[src/rtl/lives_pkg.sv]
// Shared types and constants for the lives_manager block.
package lives_pkg;

   localparam int unsigned FRAME_CNT_W = 8;
   localparam int unsigned LIVES_W     = 3;
   localparam int unsigned DRAW_W      = 10;

   typedef logic [LIVES_W-1:0]     lives_t;
   typedef logic [FRAME_CNT_W-1:0] frame_cnt_t;

   typedef enum logic [1:0] {
      ALIVE  = 2'd0,
      FREEZE = 2'd1,
      INVULN = 2'd2,
      OVER   = 2'd3
   } lives_state_t;

   // Frame counter increment that sticks at all-ones instead of wrapping.
   function automatic frame_cnt_t frame_cnt_inc(input frame_cnt_t cnt);
      return (cnt == '1) ? cnt : cnt + frame_cnt_t'(1);
   endfunction

   // Add one life, clamped at the ceiling.
   function automatic lives_t lives_inc_sat(input lives_t cur, input lives_t ceil);
      return (cur < ceil) ? cur + lives_t'(1) : cur;
   endfunction

   // Remove one life, never going below zero.
   function automatic lives_t lives_dec_sat(input lives_t cur);
      return (cur == '0) ? cur : cur - lives_t'(1);
   endfunction

endpackage

[src/rtl/frame_tick_gen.sv]
// One-cycle frame tick on the rising edge of the (0,0) scan position.
module frame_tick_gen
   import lives_pkg::*;
(
   input  logic              vga_clk,
   input  logic              reset_n,
   input  logic [DRAW_W-1:0] DrawX,
   input  logic [DRAW_W-1:0] DrawY,
   output logic              frame_tick
);

   logic origin_d, origin_q;
   logic tick_d, tick_q;

   // Detect the first cycle the scan sits on the origin pixel.
   always_comb begin
      origin_d = (DrawX == '0) && (DrawY == '0);
      tick_d   = origin_d && !origin_q;
   end

   // Edge-detect history and the registered tick.
   always_ff @(posedge vga_clk or negedge reset_n) begin
      if (!reset_n) begin
         origin_q <= 1'b0;
         tick_q   <= 1'b0;
      end else begin
         origin_q <= origin_d;
         tick_q   <= tick_d;
      end
   end

   assign frame_tick = tick_q;

endmodule

[src/rtl/lives_manager.sv]
// Player life count and hit/freeze/invulnerability/game-over sequencing.
// Optional sprite blink during invulnerability: define LIVES_BLINK_EN.
module lives_manager
   import lives_pkg::*;
#(
   parameter int unsigned START_LIVES   = 3,
   parameter int unsigned MAX_LIVES     = 3,
   parameter int unsigned FREEZE_FRAMES = 60,
   parameter int unsigned INVULN_FRAMES = 120
)(
   input  logic               vga_clk,
   input  logic               reset_n,
   input  logic [DRAW_W-1:0]  DrawX,
   input  logic [DRAW_W-1:0]  DrawY,
   input  logic               hit,
   input  logic               bonus,
   input  logic               new_game,
   output logic [LIVES_W-1:0] lives,
   output logic               freeze,
   output logic               invuln,
   output logic               game_over,
   output logic               life_lost,
   output logic               lives_blank
);

   localparam lives_t     START_L  = lives_t'(START_LIVES);
   localparam lives_t     MAX_L    = lives_t'(MAX_LIVES);
   localparam frame_cnt_t FREEZE_N = frame_cnt_t'(FREEZE_FRAMES);
   localparam frame_cnt_t INVULN_N = frame_cnt_t'(INVULN_FRAMES);

   logic         frame_tick;
   lives_state_t state_d, state_q;
   frame_cnt_t   frame_cnt_d, frame_cnt_q;
   lives_t       lives_d, lives_q;
   logic         last_life_d, last_life_q;
   logic         life_lost_d, life_lost_q;
   frame_cnt_t   cnt_next;

   frame_tick_gen u_frame_tick_gen (
      .vga_clk    (vga_clk),
      .reset_n    (reset_n),
      .DrawX      (DrawX),
      .DrawY      (DrawY),
      .frame_tick (frame_tick)
   );

   // State register.
   always_ff @(posedge vga_clk or negedge reset_n) begin
      if (!reset_n) begin
         state_q <= ALIVE;
      end else begin
         state_q <= state_d;
      end
   end

   // Datapath registers: frame counter, life count, last-life flag, hit pulse.
   always_ff @(posedge vga_clk or negedge reset_n) begin
      if (!reset_n) begin
         frame_cnt_q <= '0;
         lives_q     <= START_L;
         last_life_q <= 1'b0;
         life_lost_q <= 1'b0;
      end else begin
         frame_cnt_q <= frame_cnt_d;
         lives_q     <= lives_d;
         last_life_q <= last_life_d;
         life_lost_q <= life_lost_d;
      end
   end

   // Next-state and datapath update; new_game beats everything else.
   always_comb begin
      state_d     = state_q;
      frame_cnt_d = frame_cnt_q;
      lives_d     = lives_q;
      last_life_d = last_life_q;
      life_lost_d = 1'b0;
      cnt_next    = frame_cnt_inc(frame_cnt_q);

      if (new_game) begin
         state_d     = ALIVE;
         frame_cnt_d = '0;
         lives_d     = START_L;
         last_life_d = 1'b0;
      end else begin
         case (state_q)
            ALIVE: begin
               if (hit) begin
                  state_d     = FREEZE;
                  frame_cnt_d = '0;
                  life_lost_d = 1'b1;
                  // A same-cycle bonus is applied after the loss, so at zero
                  // lives it rescues the player from the final life.
                  last_life_d = (lives_q == '0) && !bonus;
                  lives_d     = bonus ? lives_inc_sat(lives_dec_sat(lives_q), MAX_L)
                                      : lives_dec_sat(lives_q);
               end else if (bonus) begin
                  lives_d = lives_inc_sat(lives_q, MAX_L);
               end
            end
            FREEZE: begin
               if (bonus) begin
                  lives_d = lives_inc_sat(lives_q, MAX_L);
               end
               if (frame_tick) begin
                  if (cnt_next == FREEZE_N) begin
                     frame_cnt_d = '0;
                     state_d     = last_life_q ? OVER : INVULN;
                  end else begin
                     frame_cnt_d = cnt_next;
                  end
               end
            end
            INVULN: begin
               if (bonus) begin
                  lives_d = lives_inc_sat(lives_q, MAX_L);
               end
               if (frame_tick) begin
                  if (cnt_next == INVULN_N) begin
                     frame_cnt_d = '0;
                     state_d     = ALIVE;
                  end else begin
                     frame_cnt_d = cnt_next;
                  end
               end
            end
            OVER: begin
               state_d = OVER;
            end
            default: begin
               state_d = ALIVE;
            end
         endcase
      end
   end

   // Output decode from registered state.
   always_comb begin
      freeze      = 1'b0;
      invuln      = 1'b0;
      game_over   = 1'b0;
      lives_blank = 1'b0;
      case (state_q)
         FREEZE:  freeze    = 1'b1;
         INVULN:  invuln    = 1'b1;
         OVER:    game_over = 1'b1;
         default: ;
      endcase
`ifdef LIVES_BLINK_EN
      // Bit 3 of the frame count flips every 8 frames of invulnerability.
      if (state_q == INVULN) begin
         lives_blank = frame_cnt_q[3];
      end
`endif
   end

   assign lives     = lives_q;
   assign life_lost = life_lost_q;

endmodule

[config.mk]
export PLATFORM = sky130hd
export DESIGN_NAME = lives_manager
export DESIGN_NICKNAME = d
export VERILOG_FILES = /design/src/rtl/lives_pkg.sv /design/src/rtl/frame_tick_gen.sv /design/src/rtl/lives_manager.sv
export SDC_FILE = /design/constraint.sdc
export NUM_CORES = 1
export LEC_CHECK = 0
export CORE_ASPECT_RATIO = 1.2
export CORE_MARGIN = 2
export CORE_UTILIZATION = 54
export CTS_CLUSTER_SIZE = 10
export DETAILED_ROUTE_END_ITERATION = 12
export GPL_TIMING_DRIVEN = 0
export PLACE_DENSITY_LB_ADDON = 0.3
export SYNTH_ARGS = -nofsm -noshare
export SYNTH_HDL_FRONTEND = slang
export SYNTH_SLANG_ARGS = --single-unit
[constraint.sdc]
create_clock -name vga_clk -period 9.3 [get_ports vga_clk]
set_clock_uncertainty 0.2 [all_clocks]
set_input_delay 2.325 -clock vga_clk [delete_from_list [all_inputs] [get_ports vga_clk]]
set_output_delay 2.325 -clock vga_clk [all_outputs]
set_load 0.03 [all_outputs]
==> results of run 1 <==
[layout make-up]
| cell class | instances | share of cell area, % |
|---|---|---|
| buffer | 8 | 3.371 |
| clock buffer | 4 | 1.475 |
| inverter | 12 | 2.528 |
| multi-input combinational | 135 | 49.44 |
| sequential | 17 | 24.02 |
| tap | 33 | 2.317 |
| timing repair buffer | 30 | 16.85 |
[cells in the final DEF, fill, tap and decap left out, types with 2 or more instances in the layout]
| master | synthesis | final |
|---|---|---|
| sky130_fd_sc_hd__clkdlybuf4s50_1 | 0 | 30 |
| sky130_fd_sc_hd__nand2_1 | 15 | 15 |
| sky130_fd_sc_hd__o21ai_0 | 15 | 15 |
| sky130_fd_sc_hd__dfrtp_1 | 15 | 15 |
| sky130_fd_sc_hd__nor2_1 | 13 | 13 |
| sky130_fd_sc_hd__inv_1 | 12 | 12 |
| sky130_fd_sc_hd__a21oi_1 | 11 | 11 |
| sky130_fd_sc_hd__ha_1 | 9 | 9 |
| sky130_fd_sc_hd__a31oi_1 | 7 | 7 |
| sky130_fd_sc_hd__nor4_1 | 6 | 6 |
| sky130_fd_sc_hd__nand2b_1 | 5 | 5 |
| sky130_fd_sc_hd__nand3_1 | 5 | 5 |
| sky130_fd_sc_hd__clkbuf_1 | 3 | 4 |
| sky130_fd_sc_hd__and3_1 | 4 | 4 |
| sky130_fd_sc_hd__o211ai_1 | 4 | 4 |
| sky130_fd_sc_hd__xnor2_1 | 3 | 3 |
| sky130_fd_sc_hd__nor3_1 | 3 | 3 |
| sky130_fd_sc_hd__buf_4 | 3 | 3 |
| sky130_fd_sc_hd__clkbuf_4 | 0 | 3 |
| sky130_fd_sc_hd__and3_2 | 2 | 2 |
| sky130_fd_sc_hd__a211oi_1 | 2 | 2 |
| sky130_fd_sc_hd__nor3b_1 | 2 | 2 |
| sky130_fd_sc_hd__mux2_2 | 2 | 2 |
| sky130_fd_sc_hd__dfstp_2 | 2 | 2 |
[report_power, final]
part	leakage [uW]	internal [uW]	total, uW	switching [uW]
Clock	0.0000150	16.6	39.2	22.6
Sequential	0.000228	85.1	97.4	12.3
Combinational	0.000481	80.1	186	106
[state kept, by name, indices dropped and copies added (netlist names)]
register                     flops
frame_cnt_q                      8
lives                            3
state_q                          2
last_life_q                      1
life_lost                        1
u_frame_tick_gen.frame_tick      1
u_frame_tick_gen.origin_q        1
[final timing paths]
kind,slack (ns),cells after the start,to
setup / recovery,4.87,3,invuln
min in group asynchronous,2.29,1,frame_cnt_q[5]
setup reg to reg,6.12,8,state_q[0]
max in group asynchronous,6.12,1,frame_cnt_q[4]
hold reg to reg,0.21,1,u_frame_tick_gen.frame_tick
hold / removal,0.21,1,u_frame_tick_gen.frame_tick
[through the flow]
stage | std cells | setup slack (ns) | total power, uW
3_5_place_dp | 235 | 4.764 | 285.1
3_3_place_gp | 235 | 4.803 | 276.1
2_1_floorplan | 172 | 5.484 | 227.8
6_report | 239 | 4.868 | 322.8
5_1_grt | 239 | 4.779 | 350.9
4_1_cts | 239 | 4.862 | 325.1
[logic make-up after synthesis]
family / Yosys count
AO/OA/AOI/OAI: 54
XOR/XNOR: 3
adder cells (fa/ha/maj): 9
buffers and inverters: 20
flip-flops: 17
multiplexers: 3
other: 1
AND/OR/NAND/NOR: 65
[per-layer routing]
metal / wire length (um) / part of all wire (%)
met1: 1355 / 39
met3: 96 / 2.8
met5: 0 / 0
met2: 1917 / 55
met4: 107 / 3.1
==> run summary, run 1 <==
## Outcome
• completed — result of the run

## Logic synthesis
• 17 — number of storage elements in the synthesis netlist
• 1414 um^2 — post-synthesis cell area
• 172 — number of instances in the synthesized netlist
• 30.27% — register area share after synthesis
• 2.301% — multiplexer area fraction after synthesis
• 24.87% — simple-gate share of the synthesized area
• 1.858% — area share of xor/xnor cells in the synthesized design
• 26.55% — area share of the largest cell type after synthesis
• 0 — number of enable-type register cells in the synthesized netlist
• 25.04% — synthesized-area fraction occupied by ao, oa, aoi and oai cells
• sky130_fd_sc_hd__dfrtp_1 — Synth Flop Type
• 51 — count of cell types in the netlist
• 15 x sky130_fd_sc_hd__dfrtp_1, 15 x sky130_fd_sc_hd__nand2_1, 15 x sky130_fd_sc_hd__o21ai_0 — most common library cells after synthesis
• 8.220 um^2 — mean area per synthesized cell
• 7.965% — post-synthesis adder-cell area fraction
• 0 — Ys Warns
• sky130_fd_sc_hd__dfrtp_1 — cell type with the largest total area after synthesis
• 100.0% — FFs w/ async S/R, synth
• sky130_fd_sc_hd__dfrtp_1 27%, sky130_fd_sc_hd__ha_1 8.0%, sky130_fd_sc_hd__o21ai_0 5.3% — most area-consuming cells after synthesis
• compound AO/OA/AOI/OAI gates — combinational family with the most area after synthesis
• 206 — Post-Syn Nets

## Placed design
• 0.8478 — final weighted congestion in routability-driven placement
• 2.824 mm — detailed-placement wirelength estimate
• 1755 um^2 — Cell Area, Placed
• 30 — IO buf count

## Global routing
• 1457 — vias in the first global route
• 6.092 mm — first-pass GRT wire length
• 25.68% — GRT Total Usage
• 50.75% — met2 Resource Use GR
• 0 — initial antenna violation count
• met2 — Top Usage Layer GRT
• 18 — largest net degree at the start of global routing
• 1.500% — met3 capacity usage during global routing
• 26.90% — met1 track utilization from global routing
• 0 — gr ovfl total

## Clock network
• done — CTS tree
• 2 — maximum buffer depth of the clock tree
• 0 — quantity of hold-fixing buffers added after cts
• sky130_fd_sc_hd__clkbuf_4 — Clk Tree Root Cell
• 0 — Post CTS Setup Buffer Count
• 17 — clock net sink count
• 0 — Resize count post-CTS
• 1 — H-tree depth
• 0.29 ns — clock latency of the later-clocked register in the worst-skew pair
• 3 — cts bufs inserted
• 0.10 ns — Clock Pin Slew Worst Setup and Hold Paths

## Run
• 0 — max-cap violation count

## Worst setup path
• reg -> out — class of the most critical setup path
• 0.74 ns — maximum single-stage delay on the critical path
• 6.78 ns — required time of the critical path
• buffers and inverters — top cell family by delay on the critical path
• sky130_fd_sc_hd__clkdlybuf4s50_1 — slowest CP cell
• 9 — largest driver fanout on the critical path
• register — category of the worst setup path launch point
• frame_cnt_q[0] — Reg-to-Reg Start
• 1.91 ns — arrival time at the worst endpoint
• inv_1 > ha_1 > clkdlybuf4s50_1 — cell-by-cell trace of the critical path
• state_q[0] — first element of the critical path
• 2 — total buffers and inverters traversed by the critical path
• output port — sort of element at the end of the critical path

## Min path
• reg -> reg — class of the worst hold path
• u_frame_tick_gen.origin_q — hold_sp

## Routing
• 47 — Iter 0 DRT Violations
• 3.475 mm — wirelength, routed
• 0 — DRC errors left
• 1416 — routed via count
• 14.54 um — average routed wire per standard cell
• 0 — antenna-violating nets left
• 4 — number of search-and-repair iterations in the first detailed-routing pass
• 5.925 — via density per instance

## Final layout
• 26.02% — area added between synthesis and finish
• 71.20% — final design utilization
• 241 — final layout net count
• 0 — diode insertion count for antenna repair
• 427.9 um^2 — sequential cell area
• 213 — Filler cells
• 1782 um^2 — fin area
• 880.8 um^2 — area of combinational cells with multiple inputs
• 10.19% — proportion of layout cells with a drive suffix above 1

## Timing
• 225.6 MHz — highest clock frequency the design can meet
• 4.432 ns — min cycle time layout
• 0 ns — aggregate negative setup slack
• 0 — final slew viol count
• 0.7822 ns — actual slew at the worst max-slew pin
• false — setup repair after global routing missed its margin
• 47.69% — headroom to the max-slew limit
• 0 — count of final setup violators
• 47.66% — fraction of the cycle the final worst path needs
• 0.2094 ns — Post-Route Hold Slack
• 0 — Final Hold Violating Endpoints

## Power and ir drop
• 0.0007243 uW — cell leakage power
• 181.2 nW/um^2 — total power density per cell area
• 128.2 uV — peak ir drop on the vdd network

## Die
• 60.05 um — die span in y
• 33 — number of top-level pins
• 20 — Site Rows
• 3045 um^2 — die area
• 50.71 um — horizontal extent of the die
• 56.50% — starting density of the core
• 2502 um^2 — Core Box Area

(Power assumes the default switching activity.)
==> run 2: changes to the inputs <==
--- a/config.mk
+++ b/config.mk
@@ -7,7 +7,7 @@
 export LEC_CHECK = 0
 export CORE_ASPECT_RATIO = 1.2
 export CORE_MARGIN = 2
-export CORE_UTILIZATION = 54
+export CORE_UTILIZATION = 50
 export CTS_CLUSTER_SIZE = 10
 export DETAILED_ROUTE_END_ITERATION = 12
 export GPL_TIMING_DRIVEN = 0
==> constraint.sdc (replaced) <==
create_clock -name vga_clk -period 4.2 [get_ports vga_clk]
set_clock_uncertainty 0.2 [all_clocks]
set_input_delay 1.05 -clock vga_clk [delete_from_list [all_inputs] [get_ports vga_clk]]
set_output_delay 1.05 -clock vga_clk [all_outputs]
set_load 0.03 [all_outputs]
==> run 2 against run 1 <==
Against the previous run:
- sequential share of layout area is essentially flat
- combinational power grew 120%
- final cell count grew 0.42%
- global-route usage shrank 0.96 points
- critical endpoint is now state_q[0]
- largest cell class unchanged
==> run summary, run 2 (synthesis gave the netlist of run 1 again) <==
## Power and ir drop
• 403.0 uW — cell-internal power, +120%
• 29.8% — power share of the sequential group, -0.4 points
• 57.7% — combinational share of power, about the same
• 0.0007243 uW — cell leakage power, unchanged
• 721.1 uW — Final Power, +120%
• 44.12% — switching power as a share of total power, +0.45 points
• 12.5% — clock network fraction of design power, +0.4 points
• 404.4 nW/um^2 — total power density per cell area, +120%
• 318.1 uW — Net Sw Power, +130%
• 262.9 uV — peak ir drop on the vdd network, +110%

## Final layout
• 26.11% — area added between synthesis and finish, about the same
• 8 — number of flip-flops in the largest register, unchanged
• 65.25% — final design utilization, -6.0 points
• frame_cnt_q — register ranked first by flip-flop count
• 10.19% — proportion of layout cells with a drive suffix above 1, unchanged
• 241 — final layout net count, unchanged
• 30 x sky130_fd_sc_hd__clkdlybuf4s50_1, 15 x sky130_fd_sc_hd__nand2_1, 15 x sky130_fd_sc_hd__o21ai_0, 15 x sky130_fd_sc_hd__dfrtp_1, 13 x sky130_fd_sc_hd__nor2_1 — commonest cells after routing, fill and taps aside
• 1783 um^2 — fin area, about the same
• 0 — diode insertion count for antenna repair, unchanged
• sky130_fd_sc_hd__clkdlybuf4s50_1 — most common library cell in the layout ignoring fill and taps

## Routing
• 45 — Iter 0 DRT Violations, -4.3%
• met4 — top sig layer
• 1434 — routed via count, +1.3%
• 1.431 mm — wire length on met1, +5.6%
• 0 — antenna-violating nets left, unchanged
• 14.92 um — average routed wire per standard cell, +2.6%
• 3.581 mm — wirelength, routed, +3.1%
• 4 — number of search-and-repair iterations in the first detailed-routing pass, unchanged
• 5.975 — via density per instance, +0.85%
• 0 — DRC errors left, unchanged
• 69 um — amount of wire on met3 after detailed routing, -28%
• 2.053 mm — Routed met2 length, +7.1%

## Timing
• 0 — Final Hold Violating Endpoints, unchanged
• 0.8083 ns — actual slew at the worst max-slew pin, +0.02609 ns
• 45.95% — headroom to the max-slew limit, -1.7 points
• false — setup repair after global routing missed its margin
• 3.188 ns — min cycle time layout
• 0 — final slew viol count, unchanged
• 313.6 MHz — highest clock frequency the design can meet
• 0 ns — aggregate negative setup slack, unchanged
• 75.91% — fraction of the cycle the final worst path needs
• 0 — count of final setup violators, unchanged

## Worst setup path
• state_q[0] — capturing point of the worst reg2reg path
• frame_cnt_q[0] — Reg-to-Reg Start
• register — category of the worst setup path launch point
• register — sort of element at the end of the critical path
• ha_1 > nand3_2 > or4_4 > a2111o_1 > o32ai_2 > a21oi_2 > or4_1 > and3_1 — cell-by-cell trace of the critical path
• 8 — R2R cell count, unchanged
• 1.01 ns — register-to-register setup slack, -5.11 ns
• 3.18 ns — arrival time at the worst endpoint, +1.27 ns
• 10 — largest driver fanout on the critical path, +1
• 0.51 ns — maximum single-stage delay on the critical path, -0.23 ns
• sky130_fd_sc_hd__or4_4 — slowest CP cell
• reg -> reg — class of the most critical setup path
• 4.19 ns — required time of the critical path, -2.59 ns

## Min path
• 1 — number of stages on the worst hold path, unchanged
• reg -> reg — class of the worst hold path
• u_frame_tick_gen.origin_q — hold_sp
• u_frame_tick_gen.frame_tick — hold endpoint

## Clock network
• 1 — H-tree depth, unchanged
• 0 — quantity of hold-fixing buffers added after cts, unchanged
• 0.10 ns — Clock Pin Slew Worst Setup and Hold Paths, about the same
• done — CTS tree
• 0.29 ns — clock latency of the later-clocked register in the worst-skew pair, about the same
• 3 — cts bufs inserted, unchanged
• sky130_fd_sc_hd__clkbuf_4 — Clk Tree Root Cell
• 0 — Resize count post-CTS, unchanged
• 0 — Post CTS Setup Buffer Count, unchanged
• 2 — maximum buffer depth of the clock tree, unchanged
• 17 — clock net sink count, unchanged

## Global routing
• 18 — largest net degree at the start of global routing, unchanged
• 0 — gr ovfl total, unchanged
• 1476 — vias in the first global route, +1.3%
• 24.72% — GRT Total Usage, -0.96 points
• 6.410 mm — first-pass GRT wire length, +5.2%
• 0 — initial antenna violation count, unchanged

## Die
• 21 — Site Rows, +5.0%
• 62.25 um — die span in y, +3.7%
• 51.74% — starting density of the core, -4.8 points
• 33 — number of top-level pins, unchanged
• 3271 um^2 — die area, +7.4%
• 52.55 um — horizontal extent of the die, +3.6%
• 2733 um^2 — Core Box Area, +9.2%

## Placed design
• 0.8120 — final weighted congestion in routability-driven placement, -4.2%
• 30 — IO buf count, unchanged
• 1757 um^2 — Cell Area, Placed, about the same
• 2.829 mm — detailed-placement wirelength estimate, +0.18%

## Run
• 0 — max-cap violation count, unchanged

## Outcome
• completed — result of the run

==> run 2: power groups by stage <==
| stage | sequential [uW] | clock (uW) | combinational (uW) |
|---|---|---|---|
| 2_1_floorplan | 238 | 0 | 266 |
| 3_5_place_dp | 217 | 0 | 414 |
| 4_1_cts | 214 | 93.0 | 416 |
| 5_1_grt | 219 | 98.5 | 463 |
| 6_report | 215 | 90.3 | 416 |
| 3_3_place_gp | 216 | 0 | 395 |
==> run 2: final cells by class <==
| class | count | area (um^2) |
|---|---|---|
| clock buffers | 4 | 26.28 |
| well taps | 34 | 42.54 |
| fillers | 243 | 949.7 |
| repair buffers | 30 | 300.3 |
| inverters | 12 | 45.04 |
| flip-flops and latches | 17 | 427.9 |
| plain buffers | 8 | 60.06 |
| multi-input cells | 135 | 880.8 |
==> run 2: how the worst max path moves through the flow <==
stage                   start              to  slack (ns)  depth (start not counted)
2_1_floorplan  frame_cnt_q[0]      state_q[0]        1.27                          8
3_5_place_dp              hit  frame_cnt_q[7]        0.90                          9
6_report       frame_cnt_q[0]      state_q[0]        1.01                          8
4_1_cts        frame_cnt_q[0]      state_q[0]        1.00                          8
5_1_grt        frame_cnt_q[0]      state_q[0]        0.81                          8
3_3_place_gp              hit  frame_cnt_q[7]        0.96                          9
==> run 2: critical path: cells and delay by family (launching register included) <==
kind	cells	cell delay (ns)
AOI/OAI and AO/OA	3	0.76
DFF	1	0.45
adders and majority gates	1	0.32
and+or+nand+nor	4	1.36
==> run 2: per-layer routing <==
| layer | track usage [%] | vias up |
|---|---|---|
| met3 | 3.125 | 4 |
| met5 | 0 | - |
| met2 | 44.69 | 26 |
| li1 | - | 699 |
| met4 | 8.333 | 0 |
| met1 | 28.84 | 705 |
==> run 2: through the flow <==
step                      std cells  setup WS, ns  hold WS, ns
after floorplan                 172         1.271       0.1851
after global placement          236        0.9639       0.1921
after detailed placement        236        0.9000       0.1977
after CTS                       240         1.002       0.2156
after global routing            240        0.8127       0.2374
final                           240         1.012       0.2198
==> variant 1, RTL diff (settings of run 1) <==
`LIVES_W`: 3 -> 6.
--- a/src/rtl/lives_pkg.sv
+++ b/src/rtl/lives_pkg.sv
@@ -4,3 +4,3 @@
    localparam int unsigned FRAME_CNT_W = 8;
-   localparam int unsigned LIVES_W     = 3;
+   localparam int unsigned LIVES_W     = 6;
    localparam int unsigned DRAW_W      = 10;
Interface: changed (resized lives); port bits go from 33 to 36. No check against the original RTL was run, so the function may have changed too.
==> variant 1 against run 1 <==
  * Synthesized cell count increased by 8.7%
  * Sequential share of layout area increased by 0.92 points
  * Routed wire length increased by 18%
  * Worst setup slack got worse by 0.0042 ns
  * Fmax about the same
  * Critical path depth unchanged
  * Cell area increased by 13%
  * Core utilization increased by 0.54 points
  * Sequential cell count increased by 3
  * Area after synthesis increased by 14%
  * Total power increased by 14%
  * Largest cell class unchanged
==> variant 1: results <==
metrics = {
    "worst_setup_path": {
        "r2r_setup_slack_ns": 6.18,
        "slowest_delay_ns": 0.72,
        "slowest_stage": "clkdlybuf4s50_1",
        "critPathKind": "reg -> out",
        "r2r-start": "lives[0]",
        "cp_max_fo": 7,
        "r2r-end": "lives[0]",
        "r2r_cells": 11,
    },
    "power_and_ir_drop": {
        "power_frac_seq": 0.307,
        "leakagePower_uw": 0.000799,
        "swShare": 0.448,
        "clkPwrFrac": 0.147,
        "ir_drop_mv": 0.150,
    },
    "yosys": {
        "synth_fa_ha_area_frac": 0.0623,
        "synth_edf_count": 0,
        "synth_area_per_cell_um2": 8.60,
        "yosysTopAreaCellShare": 0.280,
        "synthMuxAreaShare": 0.0436,
        "synth_nets": 220,
        "synth_area_leaders": "dfrtp_1 28%, ha_1 6.2%, mux2i_1 4.4%, o21ai_0 3.4%, dfstp_2 3.3%",
        "seq_area_frac_synth": 0.313,
        "synth_compound_area_frac": 0.236,
        "synth_common_cells": "18 x dfrtp_1, 14 x nand2_1, 14 x nor2_1",
        "yosysUniqueCellTypes": 56,
        "synth_xor_area_frac": 0.0218,
        "synthArstFlopShare": 1.00,
    },
    "finish": {
        "fillers": 207,
        "multi_input_area_share": 0.513,
        "buffers": 41,
        "inverters": 9,
        "clock_buffers": 4,
        "largest_reg_flops": 8,
        "final-clk-cell-share": 0.0180,
        "fin_cells": 258,
        "bufAreaShareNonClock": 0.182,
        "drive_gt1_frac": 0.0848,
        "seq_share": 0.249,
        "multi_input_gates": 150,
        "seq_cells": 20,
    },
    "routing": {
        "drt_iter0_markers": 47,
        "vias": 1671,
        "wl_per_cell_um": 15.8,
    },
    "clocking": {
        "cts.repair.resized": 0,
        "cts-buffers-inserted": 3,
        "clk_pin_slew_ns": 0.13,
        "clkLatencyLatePin_ns": 0.31,
    },
    "place": {
        "dp_cells": 254,
        "place_hpwl_um": 3220,
        "gp_congestion": 0.887,
        "io_buffers": 33,
    },
    "global_routing": {
        "grt_util_all_layers": 0.258,
        "grt_pass1_wl_um": 6840,
        "grt_max_degree": 21,
        "antenna_found_initial": 0,
        "first_global_vias": 1540,
    },
    "outcome": {
        "outcome": "complete, no violations",
    },
    "timing": {
        "slew_headroom": 0.413,
    },
}
-- variant 1: changes by cell type in the layout (fill, tap and decap cells not counted), moves of 3 or more --
cell	delta
a21oi_1	-3
a31oi_1	-3
clkdlybuf4s50_1	+3
dfrtp_1	+3
inv_1	-3
mux2i_1	+6
nand4_1	+3
nor2b_1	+4
nor3_1	+6
nor4b_1	+4
o21ai_0	-4
or3_1	+3
-- variant 1: stage by stage --
stage	worst slack, ns	cell area [um^2]	power (uW)	hold WS [ns]	util
floorplan	5.65	1610	253	0.185	-
global placement	5.05	1980	306	0.197	0.704
detailed placement	5.01	1980	311	0.211	0.704
CTS	4.89	2020	366	0.234	0.717
global route	4.80	2020	396	0.247	0.717
finish	4.86	2020	368	0.236	0.717
-- variant 1: per-layer routing --
layer  global-route usage  vias up  routed length, um
li1                     -      792                  -
met1                0.320      806               1620
met2                0.465       65               2220
met3               0.0234        8                185
met4               0.0577        0                 55
met5                    0        -                  0
==> variant 2, RTL diff (settings of run 1) <==
Made on the original files. Encoding of `lives_state_t`: now one-hot (4 bits for 4 states).
--- a/src/rtl/lives_pkg.sv
+++ b/src/rtl/lives_pkg.sv
@@ -10,7 +10,7 @@
 
-   typedef enum logic [1:0] {
-      ALIVE  = 2'd0,
-      FREEZE = 2'd1,
-      INVULN = 2'd2,
-      OVER   = 2'd3
+   typedef enum logic [3:0] {
+      ALIVE  = 4'b0001,
+      FREEZE = 4'b0010,
+      INVULN = 4'b0100,
+      OVER   = 4'b1000
    } lives_state_t;
Check against the original RTL: same outputs for any inputs over 10 cycles, from zero or initial values and one cycle with reset_n low; not proved beyond that.
==> variant 2 against run 1 <==
  * Routed wire length is 9.4% higher
  * Worst setup slack worse by 0.61 ns
  * Critical path depth shrank 1
  * Sequential cell count grew 2
  * Area after synthesis increased by 8.1%
  * Cell area increased by 6.6%
  * Largest cell class unchanged
Power is not compared: it rests on default switching activity, and its combinational part moved more than twofold at a synthesized area within 25%.
==> variant 2: results <==
metrics = {
    "global_routing": {
        "grt_max_degree": 20,
        "first_global_vias": 1525,
        "grt_pass1_wl_um": 6410,
        "grtUsageMet1": 0.290,
        "grt_util_all_layers": 0.249,
        "met2_usage": 0.452,
        "use_met3": 0.0288,
    },
    "routing": {
        "wl_per_cell_um": 15.3,
        "routed-wl-met2_um": 1990,
        "vias": 1566,
        "wl_um": 3800,
        "drt-met1-wl_um": 1490,
        "wl_met3_um": 261,
        "drt_iter0_markers": 75,
    },
    "worst_setup_path": {
        "cp_max_fo": 6,
        "slowest_stage": "nor4b_1",
        "slowest_delay_ns": 0.90,
        "r2r_cells": 7,
        "critPathTopFamily": "simple AND/OR/NAND/NOR gates",
        "cp-startpoint": "state_q[3]",
        "r2r_setup_slack_ns": 6.40,
        "crit_arrival_ns": 2.51,
        "r2r-end": "state_q[1]",
    },
    "finish": {
        "largest_reg_flops": 8,
        "top_register": "frame_cnt_q",
        "multi_input_area_um2": 968,
        "fillers": 219,
        "antennaDiodeCount": 0,
        "drive_gt1_frac": 0.0977,
        "nets": 246,
    },
    "yosys": {
        "yosysUniqueCellTypes": 58,
        "synth_nets": 211,
        "synthMuxAreaShare": 0.0409,
        "synth_area_per_cell_um2": 8.45,
        "synth_common_cells": "18 x nand2_1, 16 x dfrtp_1, 16 x nor2_1",
        "seq_area_frac_synth": 0.313,
        "synth_fa_ha_area_frac": 0.0409,
        "synth_compound_area_frac": 0.218,
    },
    "clocking": {
        "clk_pin_slew_ns": 0.11,
    },
    "timing": {
        "slew_headroom": 0.327,
        "fin_crit_sh": 0.542,
    },
    "place": {
        "place_hpwl_um": 2970,
        "gp_congestion": 0.895,
        "preCtsSetupSlack_ns": 4.59,
    },
    "outcome": {
        "outcome": "complete, no violations",
    },
}
-- variant 2: changes by cell type in the layout (fill, tap and decap cells not counted), sizes merged, moves of 4 or more --
cell   before  now
a31oi       7    2
and2        0    4
ha          9    5
xor2        0    4
-- variant 2: area by class of cell --
cell class,count,area share
flip-flops and latches,19,0.252
well taps,34,0.0224
repair buffers,30,0.158
clock inverters,1,0.00264
plain buffers,8,0.0211
multi-input cells,143,0.510
inverters,11,0.0217
clock buffers,3,0.0119
-- variant 2: how the worst min path moves through the flow --
stage	to	cells past startpoint	slack [ns]
2_1_floorplan	u_frame_tick_gen.frame_tick	1	0.19
3_3_place_gp	u_frame_tick_gen.frame_tick	1	0.19
3_5_place_dp	u_frame_tick_gen.frame_tick	1	0.21
4_1_cts	u_frame_tick_gen.frame_tick	1	0.23
5_1_grt	u_frame_tick_gen.frame_tick	1	0.25
6_report	u_frame_tick_gen.frame_tick	1	0.22
